--- src/rtl/mem_port_arbiter.sv ---
// -----------------------------------------------------------------------------
// mem_port_arbiter
//
// Shares one single-port memory between the instruction-fetch port (I, read
// only) and the load/store port (D, read/write). One request is accepted at a
// time, forwarded downstream as a command, and the single memory response is
// routed back to the port that owns the transaction. Ties are resolved
// round-robin against the last granted port.
//
// Optional feature (compile-time macro ARB_TIMEOUT_EN):
//   Adds a response watchdog of TIMEOUT WAIT cycles and the sticky output
//   ARB_timeout. Without the macro WAIT holds until the memory responds.
//
// Ports:
//   SYS_clk, SYS_reset        clock, asynchronous active-high reset
//   I_req_valid/addr          fetch request in
//   I_req_ready               fetch request accepted (combinational, IDLE only)
//   I_rsp_valid/data          fetch response, one-cycle pulse
//   D_req_valid/write/length  data request in (length 01 byte, 10 half, 11 word)
//   D_req_addr/wdata          data request address / store data
//   D_req_ready               data request accepted (combinational, IDLE only)
//   D_rsp_valid/data          data response, one-cycle pulse (data 0 for stores)
//   M_cmd_*                   downstream command, held while not accepted
//   M_cmd_ready               memory accepts the command
//   M_rsp_valid/data          memory response, one per command
//   ARB_timeout               sticky watchdog flag (ARB_TIMEOUT_EN only)
// -----------------------------------------------------------------------------
module mem_port_arbiter #(
    parameter int unsigned ADDR_W  = 32,
    parameter int unsigned DATA_W  = 32,
    parameter int unsigned TIMEOUT = 64
) (
    input  logic              SYS_clk,
    input  logic              SYS_reset,

    input  logic              I_req_valid,
    input  logic [ADDR_W-1:0] I_req_addr,
    output logic              I_req_ready,
    output logic              I_rsp_valid,
    output logic [DATA_W-1:0] I_rsp_data,

    input  logic              D_req_valid,
    input  logic              D_req_write,
    input  logic [1:0]        D_req_length,
    input  logic [ADDR_W-1:0] D_req_addr,
    input  logic [DATA_W-1:0] D_req_wdata,
    output logic              D_req_ready,
    output logic              D_rsp_valid,
    output logic [DATA_W-1:0] D_rsp_data,

    output logic              M_cmd_valid,
    output logic              M_cmd_write,
    output logic [1:0]        M_cmd_length,
    output logic [ADDR_W-1:0] M_cmd_addr,
    output logic [DATA_W-1:0] M_cmd_wdata,
    input  logic              M_cmd_ready,
    input  logic              M_rsp_valid,
    input  logic [DATA_W-1:0] M_rsp_data
`ifdef ARB_TIMEOUT_EN
    ,
    output logic              ARB_timeout
`endif
);

    // FSM encoding
    localparam logic [1:0] IDLE  = 2'd0;
    localparam logic [1:0] ISSUE = 2'd1;
    localparam logic [1:0] WAIT  = 2'd2;

    // Port identifiers used by owner / last_grant
    localparam logic PORT_I = 1'b0;
    localparam logic PORT_D = 1'b1;

    // Fetches are always full-word reads
    localparam logic [1:0] LEN_WORD = 2'b11;

    logic [1:0] state;
    logic [1:0] state_nxt;
    logic       last_grant;
    logic       owner;
    logic       grant_i;
    logic       grant_d;
    logic       rsp_done;

`ifdef ARB_TIMEOUT_EN
    localparam int unsigned CNT_W = $clog2(TIMEOUT + 1);

    logic [CNT_W-1:0] wait_cnt;
    logic             timeout_hit;
`else
    // TIMEOUT has no effect when the watchdog is not built
    if (TIMEOUT == 0) begin : g_no_watchdog
    end
`endif

    // State register
    always_ff @(posedge SYS_clk or posedge SYS_reset) begin
        if (SYS_reset) begin
            state <= IDLE;
        end else begin
            state <= state_nxt;
        end
    end

    // Next state, grant and response-complete decode
    always_comb begin
        state_nxt = state;
        grant_i   = 1'b0;
        grant_d   = 1'b0;
        rsp_done  = 1'b0;
`ifdef ARB_TIMEOUT_EN
        timeout_hit = 1'b0;
`endif
        case (state)
            IDLE: begin
                // I wins when alone, or on a tie when D was served last
                if (I_req_valid && (!D_req_valid || last_grant == PORT_D)) begin
                    grant_i   = 1'b1;
                    state_nxt = ISSUE;
                end else if (D_req_valid) begin
                    grant_d   = 1'b1;
                    state_nxt = ISSUE;
                end
            end
            ISSUE: begin
                if (M_cmd_ready) begin
                    state_nxt = WAIT;
                end
            end
            WAIT: begin
                // A real response takes priority over an expiring watchdog
                if (M_rsp_valid) begin
                    rsp_done  = 1'b1;
                    state_nxt = IDLE;
                end
`ifdef ARB_TIMEOUT_EN
                else if (wait_cnt == CNT_W'(TIMEOUT - 1)) begin
                    timeout_hit = 1'b1;
                    state_nxt   = IDLE;
                end
`endif
            end
            default: begin
                state_nxt = IDLE;
            end
        endcase
    end

    assign I_req_ready = grant_i;
    assign D_req_ready = grant_d;

    // Command latch, ownership, round-robin history and response registers
    always_ff @(posedge SYS_clk or posedge SYS_reset) begin
        if (SYS_reset) begin
            last_grant   <= PORT_D;
            owner        <= PORT_I;
            M_cmd_valid  <= 1'b0;
            M_cmd_write  <= 1'b0;
            M_cmd_length <= 2'b00;
            M_cmd_addr   <= '0;
            M_cmd_wdata  <= '0;
            I_rsp_valid  <= 1'b0;
            I_rsp_data   <= '0;
            D_rsp_valid  <= 1'b0;
            D_rsp_data   <= '0;
        end else begin
            // Response outputs are single-cycle pulses
            I_rsp_valid <= 1'b0;
            I_rsp_data  <= '0;
            D_rsp_valid <= 1'b0;
            D_rsp_data  <= '0;

            if (grant_i) begin
                M_cmd_valid  <= 1'b1;
                M_cmd_write  <= 1'b0;
                M_cmd_length <= LEN_WORD;
                M_cmd_addr   <= I_req_addr;
                M_cmd_wdata  <= '0;
                owner        <= PORT_I;
                last_grant   <= PORT_I;
            end else if (grant_d) begin
                M_cmd_valid  <= 1'b1;
                M_cmd_write  <= D_req_write;
                M_cmd_length <= D_req_length;
                M_cmd_addr   <= D_req_addr;
                M_cmd_wdata  <= D_req_wdata;
                owner        <= PORT_D;
                last_grant   <= PORT_D;
            end else if (state == ISSUE && M_cmd_ready) begin
                M_cmd_valid <= 1'b0;
            end

            if (rsp_done) begin
                if (owner == PORT_I) begin
                    I_rsp_valid <= 1'b1;
                    I_rsp_data  <= M_rsp_data;
                end else begin
                    D_rsp_valid <= 1'b1;
                    // Stores return no data; the command write bit is still held
                    D_rsp_data  <= M_cmd_write ? '0 : M_rsp_data;
                end
            end

`ifdef ARB_TIMEOUT_EN
            // Watchdog expiry completes the transaction with zero data
            if (timeout_hit) begin
                if (owner == PORT_I) begin
                    I_rsp_valid <= 1'b1;
                end else begin
                    D_rsp_valid <= 1'b1;
                end
            end
`endif
        end
    end

`ifdef ARB_TIMEOUT_EN
    // WAIT-cycle counter, cleared while the command is being issued
    always_ff @(posedge SYS_clk or posedge SYS_reset) begin
        if (SYS_reset) begin
            wait_cnt <= '0;
        end else if (state == ISSUE) begin
            wait_cnt <= '0;
        end else if (state == WAIT) begin
            wait_cnt <= wait_cnt + CNT_W'(1);
        end
    end

    // Sticky timeout flag, cleared only by reset
    always_ff @(posedge SYS_clk or posedge SYS_reset) begin
        if (SYS_reset) begin
            ARB_timeout <= 1'b0;
        end else if (timeout_hit) begin
            ARB_timeout <= 1'b1;
        end
    end
`endif

endmodule

--- config.mk ---
export PLATFORM = sky130hd
export DESIGN_NAME = mem_port_arbiter
export DESIGN_NICKNAME = d
export VERILOG_FILES = /design/src/rtl/mem_port_arbiter.sv
export SDC_FILE = /design/constraint.sdc
export NUM_CORES = 1
export LEC_CHECK = 0
export CAP_MARGIN = 20
export CORE_MARGIN = 2
export CORE_UTILIZATION = 45
export CTS_BUF_LIST = sky130_fd_sc_hd__clkbuf_8
export CTS_CLUSTER_SIZE = 16
export DETAILED_ROUTE_END_ITERATION = 6
export DONT_BUFFER_PORTS = 1
export PLACE_DENSITY = 0.71
export SKIP_CTS_REPAIR_TIMING = 1
export SLEW_MARGIN = 5
export SYNTH_ARGS = -nofsm -noshare
export SYNTH_HDL_FRONTEND = slang
export SYNTH_SLANG_ARGS = --single-unit
--- constraint.sdc ---
create_clock -name SYS_clk -period 8.03 [get_ports SYS_clk]
set_clock_uncertainty 0.1 [all_clocks]
set_input_delay 2.409 -clock SYS_clk [delete_from_list [all_inputs] [get_ports SYS_clk]]
set_output_delay 2.409 -clock SYS_clk [all_outputs]
set_load 0.1 [all_outputs]
### Word level (Yosys, flattened, before mapping)

Index checks and enable logic that the tools add are counted.

| word-level totals | value |
|---|---|
| bits in registers | 138 |
| input port bits | 137 |
| output and inout bits | 136 |
| word-level logic and storage cells | 59 |

| operators by class | value |
|---|---|
| equal/unequal tests | 5 |
| muxes and demuxes | 34 |
| reduce and logical (&&, ||, !) cells | 8 |

Operator list:

| cell | count |
|---|---|
| $mux 32 | 9 |
| $mux 1 | 18 |
| $mux 2 | 6 |
| $pmux 2 s3 | 1 |
| $ne 2x2->1 const B | 2 |
| $ne 3x3->1 const B | 1 |
| $reduce_and 3->1 | 1 |
| $reduce_bool 3->1 | 1 |
| $eq 2x1->1 const B | 1 |
| $eq 2x2->1 const B | 1 |
| $logic_and 1x1->1 | 2 |
| $logic_not 2->1 | 1 |
| $reduce_bool 2->1 | 1 |
| $logic_not 1->1 | 1 |
| $logic_or 1x1->1 | 1 |

### Longest topological paths before layout

| logic depth | value |
|---|---|
| depth after elaboration | 7 |
| mapped depth | 7 |
| gate-level depth less buffers | 4 |

### Worst setup path before layout

OpenSTA, ideal clock, no wires.

| path | value |
|---|---|
| path kind | input to output |
| start | input D_req_valid |
| end | output I_req_ready |
| arrival time | 3.445 ns |
| data required time | 5.521 ns |
| path slack | 2.076 ns |
| stages on the path | 3 |
| path buffers | 1 |
| cell sequence | nand2b_1 > clkbuf_1 > and3_1 |

| on the way | value |
|---|---|
| word-level cells in the longest chain between the ends | 5 |

Ends and longest elaborated chain:

| element | RTL line | source |
|---|---|---|
| start: declaration | 42 | `input logic D_req_valid,` |
| $logic_not 1->1 | 117 | `if (I_req_valid && (!D_req_valid \|\| last_grant == PORT_D)) begin` |
| $logic_or 1x1->1 | 117 |  |
| $logic_and 1x1->1 | 117 |  |
| $mux 1 | 117 |  |
| $mux 1 | 114 | `case (state)` |
| end: declaration | 38 | `output logic I_req_ready,` |

Every way passes these cells.

### Final worst setup path

Same ends and word-level chain as after synthesis.

==> results summary <==
The flow ran to the end, and the final reports show no timing, DRC or antenna violations. The area of the mapped netlist is 5200 sq um. The die covers 12,400 sq um. The wire-length estimate of the detail-placed layout is 8.19 mm. The highest achievable clock rate came out at 0.162 GHz. Counting every net in the synthesized netlist gives 566.

The top fanout value on the critical path came out at 33. Among all flip-flop cells after synthesis, the most frequent one is dfrtp_1. The worst path uses 77.1% of the clock period. Together, buffers and inverters on the worst path number 1. The stage delay of the slowest cell on the critical path came out at 0.90 ns. The worst setup path is launched from an input pin. The via count of the first global-routing pass is 3,372. The post-route minimum period is 6.19 ns. The starting density of the core is 45.9%. The number of standard cells after synthesis came out at 429. After synthesis the netlist holds a flip-flop and latch count of 138.

The number of clock sinks is 138. The number of synthesized flops with an enable pin came out at 0. The level count of the clock H-tree came out at 4.

The net total in the final layout is 552. The top-level port count came out at 273. After clock tree synthesis, the clock-pin slew on the worst setup and hold paths is 0.07 ns.

Dividing the detail-routed wire length by the instance count gives 20.9 um. The maximum buffer depth of the clock tree came out at 2. Setup repair after global routing left no endpoint under its margin.

The detailed-route via count came out at 3,341. The combined global-route utilization of all metal layers is 19.0%. The number of remaining DRC errors came out at 0. The cell class contributing the biggest share of worst-path delay is simple AND/OR/NAND/NOR gates. Routability-driven placement finished with a final weighted congestion of 0.793. The site row count came out at 39. The share of post-route cells with drive strength above 1 is 10.5%. The worst min-delay path category is reg2reg. The slowest stage of the critical path is the and3_1 cell. The area added between synthesis and finish came out at 8.35%. The routed wire length is 11.9 mm. In the synthesized netlist the async set-or-reset flop fraction comes to 100%. The number of setup violations in the final report came out at 0. After detailed routing, no signal wire sits above met4. The average footprint of a synthesized cell came out at 12.1 sq um. The repair_antennas step left the layout with diodes totalling 0. The cell at the root of the clock tree is clkbuf_8. The worst path arrival time is 3.68 ns. The number of fillers in the final layout came out at 993. The required time at the worst-slack endpoint is 5.52 ns.

For this run the aggregate overflow at the end of global routing stands at 0. The die span in x is 111 um. The via density per instance is 5.85.

The headroom to the max-slew limit came out at 29.8%. The transition time at the pin with the least slew margin came out at 1.05 ns. The global-route wire length before repair came out at 18.5 mm.

Across the run, the number of max-cap violations was 0. The signal on the critical path passes through nand2b_1 -> buf_4 -> and3_1. The max-slew violation total from the final report is 0. The critical path is of the in2out type. Port buffering added 0 buffers. The initial antenna violation count is 0. The number of different library cells in the post-synthesis netlist is 29. The first-pass iteration count of the detailed router came out at 4. The core outline area is 11,300 sq um.

The height of the die came out at 111 um. The sum of routed wire segments on met1 came out at 4.46 mm. The sequential-to-total area share from yosys stat came out at 66.5%. STA classifies the critical path endpoint as an output pin. The met2 wire length is 6.19 mm. In the detailed route, the total length drawn on met3 is 1.08 mm. The setup total negative slack came out at 0 ns. The final count of hold timing violations came out at 0.

The largest net degree at the start of global routing is 76. The clock latency at the later pin of the worst-skew pair came out at 0.42 ns. For this run, the number of Yosys warnings is 0. The number of DRC violations after detailed-routing iteration 0 came out at 252. The number of buffers added by the clock tree synthesis step came out at 17. The number of antenna-violating nets in the routed design is 0. TritonCTS built the clock tree.
==> per-stage QoR <==
step	utilization (%)	worst slack (ns)	area [sq um]	std cells	hold slack, ns
global placement	46.2	1.88	5230	539	0.382
detailed placement	46.2	1.86	5230	539	0.413
floorplan	-	1.83	5200	429	0.353
finish	49.7	1.84	5630	571	0.418
CTS	49.7	1.86	5630	571	0.420
global route	49.7	1.79	5630	571	0.447
==> cell type report <==
| type | instances | area, sq um | area share (%) |
|---|---|---|---|
| Inverter | 3 | 16.3 | 0.289 |
| Timing Repair Buffer | 5 | 37.5 | 0.667 |
| Clock inverter | 14 | 158 | 2.80 |
| Sequential cell | 138 | 3450 | 61.3 |
| Clock buffer | 18 | 248 | 4.40 |
| Multi-Input combinational cell | 250 | 1540 | 27.3 |
| Tap cell | 143 | 179 | 3.18 |
==> cells in the mapped netlist, types with 2 or more instances <==
master    instances  share of area, %
dfrtp_1         137                66
and2_1           64               7.7
a21oi_1          34               3.3
a22o_1           33               5.6
nand3_1          33               3.2
o21ai_0          33               3.2
a31oi_1          32               3.9
clkbuf_1         23               1.7
buf_2             8              0.77
buf_6             6               1.3
nand2_1           3              0.22
nor2_1            3              0.22
inv_1             2              0.14
nand2b_1          2              0.24
o22a_1            2              0.34
==> sequential cells by signal, summed over array words and instances, names as in the netlist <==
| name | cells |
|---|---|
| D_rsp_valid | 1 |
| last_grant | 1 |
| I_rsp_valid | 1 |
| I_rsp_data | 32 |
| M_cmd_addr | 32 |
| M_cmd_valid | 1 |
| owner | 1 |
| M_cmd_length | 2 |
| M_cmd_write | 1 |
| M_cmd_wdata | 32 |
| D_rsp_data | 32 |
| state | 2 |
==> placed cells by master (no fill, tap or decap), types with 2 or more instances in the layout <==
| master | count |
|---|---|
| dfrtp_1 | 137 |
| nand2_1 | 3 |
| nand2b_1 | 2 |
| bufinv_16 | 2 |
| nor2_1 | 2 |
| nand3_1 | 33 |
| o22a_1 | 2 |
| inv_1 | 2 |
| a31oi_1 | 32 |
| clkbuf_8 | 18 |
| inv_6 | 6 |
| o21ai_0 | 33 |
| a21oi_1 | 34 |
| clkinv_4 | 3 |
| a22o_1 | 33 |
| buf_4 | 5 |
| and2_1 | 64 |
==> worst paths after layout <==
path / startpoint / to / slack (ns) / cells past startpoint
max in group asynchronous: SYS_reset / D_rsp_data[27] / 4.71 / 2
min reg2reg: state[1] / state[0] / 0.42 / 1
max reg2reg: state[0] / M_cmd_wdata[23] / 5.66 / 5
max: D_req_valid / I_req_ready / 1.84 / 3
min: state[1] / state[0] / 0.42 / 1
min in group asynchronous: SYS_reset / I_rsp_data[28] / 1.84 / 1
==> cell families (layout without fill, tap and decap cells) <==
kind of cell | Yosys count | count (layout) | synth area share [%]
buf+inv | 41 | 40 | 4.02
simple gates | 114 | 114 | 12.9
compound gates | 136 | 136 | 16.6
flops | 138 | 138 | 66.5
==> per-layer routing <==
metal	vias to the layer above	track usage (%)
met2	207	33.2
met4	0	6.17
li1	1484	-
met1	1630	22.0
met3	20	6.86
met5	-	0
Power is not shown: default switching activity piles up to over one toggle a cycle in this logic, so the estimate is an artifact.
